### src/rtl/chip8_mem_pkg.sv
// rtl/chip8_mem_pkg.sv - shared types and defaults for the CHIP-8 RAM arbiter
package chip8_mem_pkg;

  localparam int ADDR_W_DEF = 12;
  localparam int DATA_W_DEF = 8;

  typedef enum logic [1:0] {
    IDLE   = 2'd0,
    GRANT  = 2'd1,
    ACK    = 2'd2,
    UPLOAD = 2'd3
  } state_t;

  typedef enum logic {
    REQ_CPU = 1'b0,
    REQ_BLT = 1'b1
  } req_id_t;

endpackage

### src/rtl/mem_rr_pick.sv
// rtl/mem_rr_pick.sv - two-way round-robin picker between CPU and blitter
module mem_rr_pick
  import chip8_mem_pkg::*;
(
  input  logic    clk,
  input  logic    res,
  input  logic    cpu_req,
  input  logic    blt_req,
  input  logic    take,
  output logic    any,
  output req_id_t pick
);

  req_id_t last;

  // remember the last granted requester; reset to blitter so the CPU wins the first tie
  always_ff @(posedge clk) begin
    if (res) begin
      last <= REQ_BLT;
    end else if (take) begin
      last <= pick;
    end
  end

  // a tie goes to whoever was not granted last
  always_comb begin
    any = cpu_req | blt_req;
    if (cpu_req && blt_req) begin
      pick = (last == REQ_BLT) ? REQ_CPU : REQ_BLT;
    end else if (blt_req) begin
      pick = REQ_BLT;
    end else begin
      pick = REQ_CPU;
    end
  end

endmodule

### src/rtl/chip8_mem_arbiter.sv
// rtl/chip8_mem_arbiter.sv - single-port RAM arbiter for CPU, blitter and program upload
module chip8_mem_arbiter
  import chip8_mem_pkg::*;
#(
  parameter int ADDR_W = ADDR_W_DEF,
  parameter int DATA_W = DATA_W_DEF
) (
  input  logic              clk,
  input  logic              res,
  input  logic              uploading,
  input  logic              up_we,
  input  logic [ADDR_W-1:0] up_a,
  input  logic [DATA_W-1:0] up_d,
  input  logic              cpu_req,
  input  logic              cpu_we,
  input  logic [ADDR_W-1:0] cpu_a,
  input  logic [DATA_W-1:0] cpu_d,
  output logic              cpu_ack,
  output logic [DATA_W-1:0] cpu_q,
  input  logic              blt_req,
  input  logic              blt_we,
  input  logic [ADDR_W-1:0] blt_a,
  input  logic [DATA_W-1:0] blt_d,
  output logic              blt_ack,
  output logic [DATA_W-1:0] blt_q,
  output logic [ADDR_W-1:0] ram_a,
  output logic              ram_we,
  output logic [DATA_W-1:0] ram_d,
  input  logic [DATA_W-1:0] ram_q,
  output logic              up_overrun
);

  state_t            state, state_nx;
  req_id_t           gnt, pick;
  logic              any, start;
  logic              hold_full, hold_full_nx, hold_load, hold_drain, drop;
  logic [ADDR_W-1:0] hold_a;
  logic [DATA_W-1:0] hold_d;
  logic              we_raw;

  assign start = (state == IDLE) && !uploading && !hold_full && any;

  mem_rr_pick u_pick (
    .clk     (clk),
    .res     (res),
    .cpu_req (cpu_req),
    .blt_req (blt_req),
    .take    (start),
    .any     (any),
    .pick    (pick)
  );

  // hold buffer: a strobe outside UPLOAD is parked; in UPLOAD the parked entry drains and a new strobe may refill it
  always_comb begin
    hold_drain   = (state == UPLOAD) && hold_full;
    hold_load    = up_we && ((state == UPLOAD) ? hold_full : !hold_full);
    drop         = up_we && hold_full && (state != UPLOAD);
    hold_full_nx = hold_load ? 1'b1 : (hold_drain ? 1'b0 : hold_full);
  end

  // state, grant and hold-buffer registers
  always_ff @(posedge clk) begin
    if (res) begin
      state     <= IDLE;
      gnt       <= REQ_CPU;
      hold_full <= 1'b0;
    end else begin
      state     <= state_nx;
      hold_full <= hold_full_nx;
      if (start) gnt <= pick;
    end
  end

  // hold buffer payload needs no reset; hold_full qualifies it
  always_ff @(posedge clk) begin
    if (hold_load) begin
      hold_a <= up_a;
      hold_d <= up_d;
    end
  end

  // next-state: upload has priority over arbitration, but an access in flight always finishes
  always_comb begin
    state_nx = state;
    case (state)
      IDLE: begin
        if (uploading || hold_full) state_nx = UPLOAD;
        else if (any)               state_nx = GRANT;
      end
      GRANT:  state_nx = ACK;
      ACK:    state_nx = IDLE;
      UPLOAD: if (!uploading && !hold_full_nx) state_nx = IDLE;
      default: state_nx = IDLE;
    endcase
  end

  // RAM port and ack outputs; writes are suppressed while reset is asserted
  always_comb begin
    ram_a  = '0;
    ram_d  = '0;
    we_raw = 1'b0;
    case (state)
      GRANT: begin
        ram_a  = (gnt == REQ_CPU) ? cpu_a  : blt_a;
        ram_d  = (gnt == REQ_CPU) ? cpu_d  : blt_d;
        we_raw = (gnt == REQ_CPU) ? cpu_we : blt_we;
      end
      UPLOAD: begin
        if (hold_full) begin
          ram_a  = hold_a;
          ram_d  = hold_d;
          we_raw = 1'b1;
        end else if (up_we) begin
          ram_a  = up_a;
          ram_d  = up_d;
          we_raw = 1'b1;
        end
      end
      default: ;
    endcase
    ram_we  = we_raw & ~res;
    cpu_ack = (state == ACK) && (gnt == REQ_CPU) && !res;
    blt_ack = (state == ACK) && (gnt == REQ_BLT) && !res;
  end

  // read-data holding registers and sticky overrun flag
  always_ff @(posedge clk) begin
    if (res) begin
      cpu_q      <= '0;
      blt_q      <= '0;
      up_overrun <= 1'b0;
    end else begin
      if (cpu_ack) cpu_q <= ram_q;
      if (blt_ack) blt_q <= ram_q;
      if (drop)    up_overrun <= 1'b1;
    end
  end

endmodule

### config.mk
export PLATFORM = sky130hd
export DESIGN_NAME = chip8_mem_arbiter
export DESIGN_NICKNAME = d
export VERILOG_FILES = /design/src/rtl/chip8_mem_pkg.sv /design/src/rtl/mem_rr_pick.sv /design/src/rtl/chip8_mem_arbiter.sv
export SDC_FILE = /design/constraint.sdc
export NUM_CORES = 1
export LEC_CHECK = 0
export BUFFER_PORTS_ARGS = -buffer_cell sky130_fd_sc_hd__buf_4
export CAP_MARGIN = 5
export CELL_PAD_IN_SITES_DETAIL_PLACEMENT = 0
export CELL_PAD_IN_SITES_GLOBAL_PLACEMENT = 2
export CORE_ASPECT_RATIO = 1.4
export CORE_MARGIN = 4
export CORE_UTILIZATION = 25
export DETAILED_ROUTE_END_ITERATION = 10
export PLACE_DENSITY = 0.84
export SLEW_MARGIN = 30
export SYNTH_ARGS = -nofsm -noshare
export SYNTH_HDL_FRONTEND = slang
export SYNTH_SLANG_ARGS = --single-unit
### constraint.sdc
create_clock -name clk -period 2.2 [get_ports clk]
set_input_delay 0.44 -clock clk [delete_from_list [all_inputs] [get_ports clk]]
set_output_delay 0.44 -clock clk [all_outputs]
set_load 0.005 [all_outputs]
==> results.ini <==
[logic_synthesis]
library_cell_with_the_highest_instance_count_after_synthesis=o21ai_0
synthArstFlopShare_pct=0
muxShareOfSynthArea_pct=14.0
synth_xor_xnor_area_share_pct=0
complex_gate_fraction_of_the_synthesized_area_pct=20.7
synth_fa_ha_area_share_pct=0.574
ys.flop_type=dfxtp_1
synth.top_cells.by_count=29 x o21ai_0, 22 x dfxtp_1
synthTopCellsByArea=edfxtp_1 28%, dfxtp_1 20%, mux2_2 10%
synth_top_cell_area_share_pct=27.6
syn_area_per_cell_um2=10.2
synth_top_area_cell=edfxtp_1
post_synth_inst_count=214
yosys_warnings=0
synth.yosys.seq_area_share_pct=47.8
synth_edf_count=20
flip_flop_and_latch_count_after_synthesis=42
synth.lib_cells_used.distinct=33
main_combinational_cell_family_by_area_after_synthesis=compound AO/OA/AOI/OAI gates
mappedNetlistNets=291
syn_area_mm2=0.00218
synth_simple_gate_area_share_pct=10.7

[power]
cellPowerDensity_mw_per_mm2=688
leakagePower_nw=1.45
power.ir.vdd_worst_v=0.000271
report.power.total_mw=2.27

[min_path]
hold_end=hold_a[2]
hold_start=up_a[2]
min_path_type=input port to flip-flop
min_path_cells=1

[critical_path]
worstPathCellList=nor2_1 -> a2111oi_1 -> buf_4
maximum_cell_stage_delay_along_the_critical_path_ps=550
critical_path.startpoint=hold_full
timing.critical_path.arrival_ps=1600
rr_startpoint=state[0]
critical-path-top-delay-family=flip-flops
worstSetupStartpointType=flip-flop
worst_setup_path_type=flip-flop to primary output
worst-path-buf-inv=1
crit_slowest_cell=dfxtp_1
critical_path.endpoint_type=primary output
worstPathMaxFanout=9
setup.reg_to_reg.worst_slack_ps=570
timing.critical_path.required_ps=1760
r2r_worst_path_depth=4
critical_path.reg2reg.endpoint=hold_a[11]

[placed_design]
finalWeightedCongestion=0.749
dp_worst_setup_slack_ps=363
dp.final_hpwl_um=4960
port_buffers=115

[sta]
finClkSkew_ps=6.96
finalWorstPathRequiredPeriod_ps=2040
tightest_slew_ps=425
tns_ps=0
fmax_mhz=490
setup-violations-final=0
final_worst_path_cycle_share_pct=92.8
post_route_setup_slack_ps=159
rsz0062_at_grt=false
number_of_hold_violations_in_the_final_report=0
report.final.slew_viol_count=0
relSlewSlack_pct=71.6

[detailed_routing]
detail_route.wl_per_cell_um=14.8
routed-via-count=2093
drt-initial-drc-count=60
remaining_drc_errors=0
drt-vias-per-instance=4.81
detail_route.wirelength_um=6460
firstDrtPassIters=6
ant_nets=0

[global_route]
total_routing_resource_utilization_after_global_routing_pct=12.4
grt_start_max_net_pins=31
grt_first_pass_wirelength_um=10300
grt_pass1_vias=2170
antenna_found_initial=0
grt_overflow_total=0

[clocking]
cts.root.buffer_cell=clkbuf_16
cts_hold_repair_buffers=0
clock_sink_count=42
cts-resized-gates=0
cts_made_buffers=5
clk-insertion-delay-late_ps=280
post_cts.repair.setup_buffers=0
cts.reportedPaths.clkPinSlew_ps=60
max-clock-path-buffers=2
cts_max_level=2
cts_tree=done

[cells_and_area]
drive_gt1_share_pct=47.6
area_overhead_vs_synth_pct=51.7
final_net_count=406
fillers=866
fin_util_pct=38.6
num_antenna_cells=0

[die]
floorplan.die.width_um=86.9
die_y_um=118
core_footprint_mm2=0.00856
die_area_mm2=0.0103
ports=116
initial_utilization_pct=25.5
row_count=40

[job]
max_cap_viol_count=0

[status]
run_status=completed

[kinds of logic (layout without fill, tap and decap cells)]
kind of cell    Yosys count  after routing
simple gates             45             45
mux                      28             28
fa+ha+maj                 1              1
compound gates           76             76
flops                    42             42
buf+inv                  22            138
[where the power goes]
group | internal (mW) | leakage, nW | switching, mW
registers | 0.892 | 0.370 | 0.0376
clock network | 0.491 | 0.0796 | 0.294
logic | 0.303 | 1.00 | 0.258
total | 1.68 | 1.45 | 0.590
[placed cells by master (no fill, tap or decap)]
master     count
a31oi_1        2
o31ai_1        1
mux2i_1        8
mux2_2        20
nor3_1         1
and2_1         1
a2111oi_1      1
nor2_1        13
ha_1           1
nor4_4         1
clkbuf_16      6
nor4_1         1
nor2b_1        2
o21ai_0       29
a21oi_1       20
a211oi_1       1
a22oi_1       19
buf_4        128
a221oi_1       1
inv_1          2
edfxtp_1      20
nand2_1       20
o21bai_1       1
and3_1         2
dfxtp_1       22
or4_1          1
nand3b_1       2
clkbuf_1       1
a32o_1         1
inv_4          1
nor4b_4        1
[layout make-up]
| type | instances | area, µm² | share of cell area (%) |
|---|---|---|---|
| Multi-Input combinational cell | 150 | 1000 | 30.4 |
| Sequential cell | 42 | 1040 | 31.5 |
| Clock inverter | 1 | 6.26 | 0.189 |
| Clock buffer | 7 | 154 | 4.66 |
| Inverter | 2 | 7.51 | 0.227 |
| Timing Repair Buffer | 128 | 961 | 29.1 |
| Tap cell | 105 | 131 | 3.98 |
[flip-flops by register name (all words and copies together), names as in the netlist]
register,flops
hold_a,12
blt_q,8
cpu_q,8
hold_d,8
state,2
gnt,1
hold_full,1
u_pick.last,1
up_overrun,1
[per-layer routing]
| layer | vias to the layer above | track usage [%] | part of all wire [%] |
|---|---|---|---|
| met5 | - | 0 | 0 |
| met4 | 0 | 4.39 | 1.7 |
| met3 | 9 | 3.07 | 7.2 |
| met2 | 67 | 22.6 | 52 |
| met1 | 991 | 13.4 | 39 |
| li1 | 1026 | - | - |
[per-stage QoR]
step,instances,area [µm²],hold slack (ps)
CTS,435,3300,332
finish,435,3300,342
floorplan,214,2180,452
global route,435,3300,329
global placement,427,3140,447
detailed placement,427,3140,453
[worst max path at each step]
| stage | slack [ps] | endpoint | cells after the start |
|---|---|---|---|
| final | 160 | ram_we | 3 |
| after global routing | 50 | ram_a[2] | 5 |
| after CTS | 60 | ram_we | 5 |
| after detailed placement | 360 | ram_we | 5 |
| after global placement | 330 | ram_we | 5 |
| after floorplan | 230 | state[1] | 6 |
[worst reg2reg max path, cell delays in order (launching register included)]
cell,delay [ps]
dfxtp_1,480
nand2_1,160
ha_1,300
and2_1,160
buf_4,230
Note: power is estimated with default switching activity, not from simulation.
